<file path="src/rtl/npu_host_pkg.sv">
// Shared types and constants for the NPU host sequencer: command opcodes,
// sequencer states, NPU region selects and control-word bit positions.
package npu_host_pkg;

  typedef enum logic [1:0] {
    OP_WRITE = 2'd0,
    OP_READ  = 2'd1,
    OP_POLL  = 2'd2,
    OP_RSVD  = 2'd3
  } cmd_op_e;

  typedef enum logic [2:0] {
    ST_IDLE    = 3'd0,
    ST_WR      = 3'd1,
    ST_RD_REQ  = 3'd2,
    ST_RD_WAIT = 3'd3,
    ST_RSP     = 3'd4
  } state_e;

  // NPU region selects
  localparam logic [2:0] SEL_IMG    = 3'd1;
  localparam logic [2:0] SEL_W      = 3'd2;
  localparam logic [2:0] SEL_FCN    = 3'd3;
  localparam logic [2:0] SEL_CTRL   = 3'd4;
  localparam logic [2:0] SEL_DONE   = 3'd5;
  localparam logic [2:0] SEL_RESULT = 3'd6;
  localparam logic [2:0] SEL_VALID  = 3'd7;

  // Bit positions inside the SEL_CTRL control word
  localparam int unsigned TRIG     = 0;
  localparam int unsigned NEXT     = 1;
  localparam int unsigned PE_CLR   = 2;
  localparam int unsigned IMG_CLR  = 3;
  localparam int unsigned W_CLR    = 4;
  localparam int unsigned PACK_CLR = 5;

  // Each region occupies a 4 KiB window; the region base is all the host needs.
  function automatic logic [15:0] npu_addr(input logic [2:0] sel);
    return {1'b0, sel, 12'h000};
  endfunction

endpackage

</file>
<file path="src/rtl/npu_host_seq.sv">
// Host-side command sequencer for the NPU register bus.
// Accepts WRITE / READ / POLL commands, drives a registered single-port bus
// (ena/wea/addra/dina, read data one cycle late on douta) and returns read
// results through a valid/ready response port.
// Build option: define NPU_HOST_POLL_EN to make POLL repeat reads until bit0
// of the read word is set or POLL_MAX reads have been made; without it a POLL
// is a single READ.
//
// state      | meaning
// -----------+-----------------------------------------------------------
// ST_IDLE    | waiting for a command, cmd_ready high
// ST_WR      | bus write cycle (ena=1, wea=1)
// ST_RD_REQ  | bus read request cycle (ena=1, wea=0)
// ST_RD_WAIT | NPU returns douta, word captured, poll decision made
// ST_RSP     | response held until rsp_ready
module npu_host_seq
  import npu_host_pkg::*;
#(
  parameter int unsigned POLL_MAX = 1024
) (
  input  logic        clk,
  input  logic        rst_ni,
  input  logic        cmd_valid,
  output logic        cmd_ready,
  input  logic [1:0]  cmd_op,
  input  logic [2:0]  cmd_sel,
  input  logic [31:0] cmd_data,
  output logic        rsp_valid,
  input  logic        rsp_ready,
  output logic [31:0] rsp_data,
  output logic        rsp_timeout,
  output logic        ena,
  output logic        wea,
  output logic [15:0] addra,
  output logic [31:0] dina,
  input  logic [31:0] douta,
  output logic        busy
);

  if (POLL_MAX < 1 || POLL_MAX > 65535) begin : g_bad_poll_max
    $error("npu_host_seq: POLL_MAX must be in 1..65535");
  end

  state_e      state_q, state_d;
  logic [2:0]  sel_q;
  logic        accept;
  logic        poll_again;
  logic        poll_expired;

  logic        cmd_ready_d;
  logic        ena_d, wea_d;
  logic [15:0] addra_d;
  logic [31:0] dina_d;
  logic        rsp_valid_d;
  logic [31:0] rsp_data_d;
  logic        rsp_timeout_d;

  // cmd_ready is only ever high in ST_IDLE, so it alone qualifies the handshake
  assign accept = cmd_valid && cmd_ready;
  assign busy   = (state_q != ST_IDLE);

`ifdef NPU_HOST_POLL_EN
  localparam logic [16:0] POLL_LAST = 17'(POLL_MAX) - 17'd1;

  logic        is_poll_q;
  logic [15:0] poll_cnt_q;
  logic        poll_last;

  // poll_cnt_q counts reads already completed before the one now in RD_WAIT
  assign poll_last    = ({1'b0, poll_cnt_q} >= POLL_LAST);
  assign poll_again   = is_poll_q && !douta[0] && !poll_last;
  assign poll_expired = is_poll_q && !douta[0] && poll_last;

  // Poll bookkeeping: cleared on every accept, saturating read counter
  always_ff @(posedge clk or negedge rst_ni) begin
    if (!rst_ni) begin
      is_poll_q  <= 1'b0;
      poll_cnt_q <= '0;
    end else if (accept) begin
      is_poll_q  <= (cmd_op_e'(cmd_op) == OP_POLL);
      poll_cnt_q <= '0;
    end else if (state_q == ST_RD_WAIT && poll_cnt_q != 16'hFFFF) begin
      poll_cnt_q <= poll_cnt_q + 16'd1;
    end
  end
`else
  assign poll_again   = 1'b0;
  assign poll_expired = 1'b0;
`endif

  // State register
  always_ff @(posedge clk or negedge rst_ni) begin
    if (!rst_ni) state_q <= ST_IDLE;
    else         state_q <= state_d;
  end

  // Next-state logic
  always_comb begin
    state_d = state_q;
    case (state_q)
      ST_IDLE: begin
        if (accept) begin
          case (cmd_op_e'(cmd_op))
            OP_WRITE:         state_d = ST_WR;
            OP_READ, OP_POLL: state_d = ST_RD_REQ;
            default:          state_d = ST_IDLE;
          endcase
        end
      end
      ST_WR:      state_d = ST_IDLE;
      ST_RD_REQ:  state_d = ST_RD_WAIT;
      ST_RD_WAIT: state_d = poll_again ? ST_RD_REQ : ST_RSP;
      ST_RSP:     if (rsp_ready) state_d = ST_IDLE;
      default:    state_d = ST_IDLE;
    endcase
  end

  // Output values for the next cycle, derived from the state being entered
  always_comb begin
    cmd_ready_d   = (state_d == ST_IDLE);
    ena_d         = (state_d == ST_WR) || (state_d == ST_RD_REQ);
    wea_d         = (state_d == ST_WR);
    addra_d       = ena_d ? npu_addr((state_q == ST_IDLE) ? cmd_sel : sel_q) : 16'h0000;
    dina_d        = wea_d ? cmd_data : 32'h0;
    rsp_valid_d   = (state_d == ST_RSP);
    rsp_data_d    = rsp_data;
    rsp_timeout_d = rsp_timeout;
    if (state_q == ST_RD_WAIT) begin
      rsp_data_d    = douta;
      rsp_timeout_d = poll_expired;
    end
  end

  // Registered outputs and latched region select
  always_ff @(posedge clk or negedge rst_ni) begin
    if (!rst_ni) begin
      cmd_ready   <= 1'b0;
      ena         <= 1'b0;
      wea         <= 1'b0;
      addra       <= '0;
      dina        <= '0;
      rsp_valid   <= 1'b0;
      rsp_data    <= '0;
      rsp_timeout <= 1'b0;
      sel_q       <= '0;
    end else begin
      cmd_ready   <= cmd_ready_d;
      ena         <= ena_d;
      wea         <= wea_d;
      addra       <= addra_d;
      dina        <= dina_d;
      rsp_valid   <= rsp_valid_d;
      rsp_data    <= rsp_data_d;
      rsp_timeout <= rsp_timeout_d;
      if (accept) sel_q <= cmd_sel;
    end
  end

endmodule

</file>
<file path="config.mk">
export PLATFORM = sky130hd
export DESIGN_NAME = npu_host_seq
export DESIGN_NICKNAME = d
export VERILOG_FILES = /design/src/rtl/npu_host_pkg.sv /design/src/rtl/npu_host_seq.sv
export SDC_FILE = /design/constraint.sdc
export NUM_CORES = 1
export LEC_CHECK = 0
export CORE_MARGIN = 2
export CORE_UTILIZATION = 35
export CTS_BUF_LIST = sky130_fd_sc_hd__clkbuf_4 sky130_fd_sc_hd__clkbuf_8 sky130_fd_sc_hd__clkbuf_16
export DETAILED_ROUTE_END_ITERATION = 7
export PLACE_DENSITY = 0.81
export SLEW_MARGIN = 30
export SYNTH_ARGS = -nofsm -noshare
export SYNTH_HDL_FRONTEND = slang
export SYNTH_SLANG_ARGS = --single-unit
</file>
<file path="constraint.sdc">
create_clock -name clk -period 1.3 [get_ports clk]
set_input_delay 0.26 -clock clk [delete_from_list [all_inputs] [get_ports clk]]
set_output_delay 0.26 -clock clk [all_outputs]
set_load 0.05 [all_outputs]
</file>
-- Word-level counts from Yosys, hierarchy flattened
Cells that the tools add are included.
- input bits: 73
- output and inout bits: 86
- word-level logic and storage cells: 31
- ROM bits: 0
- bits in latches: 0
- register bits: 89
- memories kept: 0
- RAM bits: 0
- $add $sub $neg: 0
- shift operators: 0
- muxes and demuxes: 7
- $mul: 0
- divide/modulo/power cells: 0
- bitwise gates (word level): 0
- eq/ne operators: 8
- $lt $le $gt $ge: 0
- reductions and logical operators: 7
- operators by type and width (operator ; number):
    32-bit two-way mux ; 1
    15-bit two-way mux ; 1
    3-bit one-hot mux with 4 select lines ; 1
    3-bit by 2-bit equality test with 1-bit output, second input constant ; 3
    3-bit two-way mux ; 3
    3-bit equality test, second input constant ; 2
    3-bit zero test ; 2
    2-bit one-hot mux with 2 select lines ; 1
    3-bit by 1-bit equality test with 1-bit output, second input constant ; 1
    3-bit nonzero test ; 1
    2-bit by 1-bit equality test with 1-bit output, second input constant ; 1
    2-bit equality test, second input constant ; 1
    2-bit zero test ; 1
    2-bit OR reduction ; 1
    1-bit logical AND ; 1
    1-bit logical OR ; 1

-- Depth between registers and ports, before layout
- depth after elaboration: 8
- gate-level depth with buffers: 5
- depth with buffers taken out: 4

-- Worst setup path after synthesis
Ideal clock, no wire load.
- path type: register to register
- from: register cmd_ready
- to: register dina[3]
- data required time: 1.199 ns
- clock period less this slack: 1.497 ns
- cell stages (with the launch flop): 4
- data arrival time: 1.397 ns
- setup time: 0.101 ns
- path slack: -0.197 ns
- path buffers: 1
- path through: dfrtp_1 > nand3_1 > buf_1 > nor4_1
- longest elaborated chain between the ends: 5
- ends and longest elaborated chain (what ; line ; text):
    start: declaration ; npu_host_seq.sv:24 ; output logic cmd_ready,
    start signal: assignment ; npu_host_seq.sv:147 ; cmd_ready <= cmd_ready_d;
    1-bit logical AND ; npu_host_seq.sv:59 ; assign accept = cmd_valid && cmd_ready;
    3-bit two-way mux ; npu_host_seq.sv:102 ; if (accept) begin
    3-bit one-hot mux with 4 select lines ; npu_host_seq.sv:100 ; case (state_q)
    3-bit by 1-bit equality test with 1-bit output ; npu_host_seq.sv:122 ; wea_d = (state_d == ST_WR);
    32-bit two-way mux ; npu_host_seq.sv:124 ; dina_d = wea_d ? cmd_data : 32'h0;
    named net dina_d[3] ; npu_host_seq.sv:53 ; logic [31:0] dina_d;
    end signal: assignment ; npu_host_seq.sv:151 ; dina <= dina_d;
    end: declaration ; npu_host_seq.sv:35 ; output logic [31:0] dina,
The timed path passes the listed nets, and every way through them passes these cells.
A chain may end at the register's enable or synchronous reset.

-- Worst setup path in the final report
- from: register state_q[0]
- to: output port busy
- longest elaborated chain between the ends: 1
- ends and longest elaborated chain (what ; line ; text):
    start: declaration ; npu_host_seq.sv:44 ; state_e state_q, state_d;
    start signal: assignment ; npu_host_seq.sv:94 ; else state_q <= state_d;
    3-bit nonzero test ; npu_host_seq.sv:60 ; assign busy = (state_q != ST_IDLE);
    end: declaration ; npu_host_seq.sv:37 ; output logic busy
No other way between the ends.

==> results.yml <==
run_status:
  status: "finished, violations left"
  failed_checks: "setup timing"
final_layout:
  drive_gt1_share_pct: 48.9
  fin_nets: 464
  syn_to_final_growth_pct: 102
  layoutNonFillerInstCount: 500
  fill_cells: 528
  multi_input_area_mm2: 0.00121
  seqCellArea_mm2: 0.00185
  utilization_pct: 73.4
  num_antenna_cells: 0
  fin_area_mm2: 0.00606
placement:
  place_area_mm2: 0.00536
  place_inst: 473
  port_buffers: 144
  dpl.hpwl_um: 6060
  gp_congestion: 0.730
worst_setup_path:
  arrival_ps: 1320
  worstSetupStartpoint: "state_q[0]"
  cp_max_fo: 3
  cp.required_ps: 1040
  r2r-start: "state_q[0]"
  startpoint_type: "flop"
  crit_path_end_kind: "primary output"
  criticalPathCategory: "flop to primary output"
global_route:
  overflow: 0
  grt_pass1_vias: 2500
  grt_first_pass_wirelength_um: 12800
  grt_usage_pct: 18.8
  grt_max_degree: 45
  antenna_found_initial: 0
logic_synthesis:
  synthesis.area_mm2: 0.00300
  synth_seq_area_share_pct: 61.8
  postSynth.asyncResetShare_pct: 100
  synth.top_cell.area_share_pct: 61.8
  synth_top_area_cell: "dfrtp_1"
  synth_most_common_cell: "dfrtp_1"
  synthFlopType: "dfrtp_1"
  yosysWarnings: 0
  synth-edff-count: 0
  synth.avg_cell_area_um2: 13.4
  ys_top_cells_by_area: "dfrtp_1 (62%), mux2_2 (12%), nor4_2 (8.3%), inv_1 (4.4%), buf_4 (3.5%)"
  synth.distinct_cells: 25
  synth.ff_latch_count: 74
  netlist_top_cells_count: "dfrtp_1 (74), inv_1 (35), mux2_2 (32)"
  synth_cells: 223
timing:
  setup_violations: 70
  post-route-min-period_ps: 1580
  fin_crit_sh_pct: 121
  worst_clock_skew_ps: 5.80
  rsz0062_at_grt: "yes"
  slew_viol_final: 0
  hold_violations: 0
  fmax_mhz: 633
  setup_slack_ps: -279
job:
  max_cap_viol_count: 0
floorplan:
  die_y_um: 96.6
  pin_count: 159
  row_count: 33
  coreArea_mm2: 0.00826
  dieArea_mm2: 0.00932
  start_util_pct: 36.3
  die_w_um: 96.6
power:
  power_density_mw_per_mm2: 2210
  p_total_mw: 13.4
  vdd_drop_max_v: 0.00122
  leakagePower_nw: 2.68
clock_tree:
  clk_latency_ps: 340
  clock-sinks: 74
  cts_tree: "built"
  cts_made_buffers: 9
  clk_pin_slew_ps: 80
  cts_max_path_buffers: 2
  cts_max_level: 3
  cts_root_buf: "clkbuf_8"
route:
  dr.pass1.iters: 4
  vias: 2340
  dr.first_iter.drc_count: 46
  drc_errors: 0
  totalWireLength_um: 9040
  wl_per_cell_um: 18.1
  ant_nets: 0
  viasPerCell: 4.68
worst_hold_path:
  hp-class: "input port to async pin"
final cells by class:
cell class | count | share of cell area, %
inverters | 35 | 2.17
clock inverters | 3 | 0.743
well taps | 105 | 2.17
flip-flops and latches | 74 | 30.6
multi-input cells | 99 | 20.0
repair buffers | 171 | 41.4
clock buffers | 13 | 2.95
cells in the final DEF (no fill, tap or decap), types with 2 or more instances in the layout:
cell	instances
nor4_4	18
nand2_1	3
buf_4	12
clkinvlp_4	2
dfrtp_1	73
conb_1	14
inv_2	2
buf_8	2
a21oi_1	2
nor3_2	2
buf_12	78
inv_1	33
clkbuf_16	2
clkbuf_8	13
nor4_2	13
mux2_2	31
clkdlybuf4s50_1	70
nor4b_4	3
buf_6	5
where the power goes:
part / leakage, nW / internal [mW] / switching, mW / total, mW
sequential: 0.951 / 2.94 / 0.653 / 3.59
clock: 0.108 / 1.10 / 0.850 / 1.95
combinational: 1.63 / 3.83 / 4.04 / 7.87
total: 2.68 / 7.86 / 5.55 / 13.4
final timing paths:
check,slack [ps],cells past startpoint,endpoint
worst min-delay path,440,3,rsp_data[31]
max in group asynchronous,480,3,cmd_ready
worst max register to register,-240,4,dina[26]
min in group clk,450,3,dina[30]
worst min register to register,570,1,rsp_data[13]
worst max-delay path,-280,2,busy
cells by family after synthesis:
group / after synthesis / share of synthesized area, %
other: 1 / 0.125
AND/OR/NAND/NOR: 48 / 14.1
multiplexers: 32 / 12.0
XOR/XNOR: 1 / 0.292
buffers and inverters: 63 / 10.6
flip-flops: 74 / 61.8
adder cells (fa/ha/maj): 1 / 0.417
AO/OA/AOI/OAI: 3 / 0.668
layer usage:
metal  global-route usage [%]  part of all wire, %
met5                        0                    0
met4                     8.22                  1.8
met3                     3.88                  5.8
met2                     35.1                   55
met1                     20.4                   37
what timing repair did:
action	4_1_cts	5_1_grt
cloned	0	3
pin swaps	3	1
gates resized for setup	26	29
setup endpoints to repair	71	71
endpoints found under the hold margin	74	0
setup buffers	5	3
hold buffers	1	0
sequential cells by signal, indices dropped and copies added, names as in the netlist:
signal / cells
rsp_valid: 1
ena: 1
wea: 1
addra: 3
state_q: 3
rsp_data: 32
dina: 32
cmd_ready: 1
through the flow:
stage / hold WS, ps / setup WS, ps / setup TNS [ps]
2_1_floorplan: -35.6 / -14.4 / -296
3_3_place_gp: 244 / -348 / -13850
3_5_place_dp: 248 / -545 / -17300
4_1_cts: 422 / -298 / -12000
5_1_grt: 442 / -315 / -10760
6_report: 436 / -279 / -7850
worst max-delay path: stages, from the launching register on:
cell	delay, ps
dfrtp_1	380
or3_4	430
buf_8	170
(Power assumes the default switching activity.)
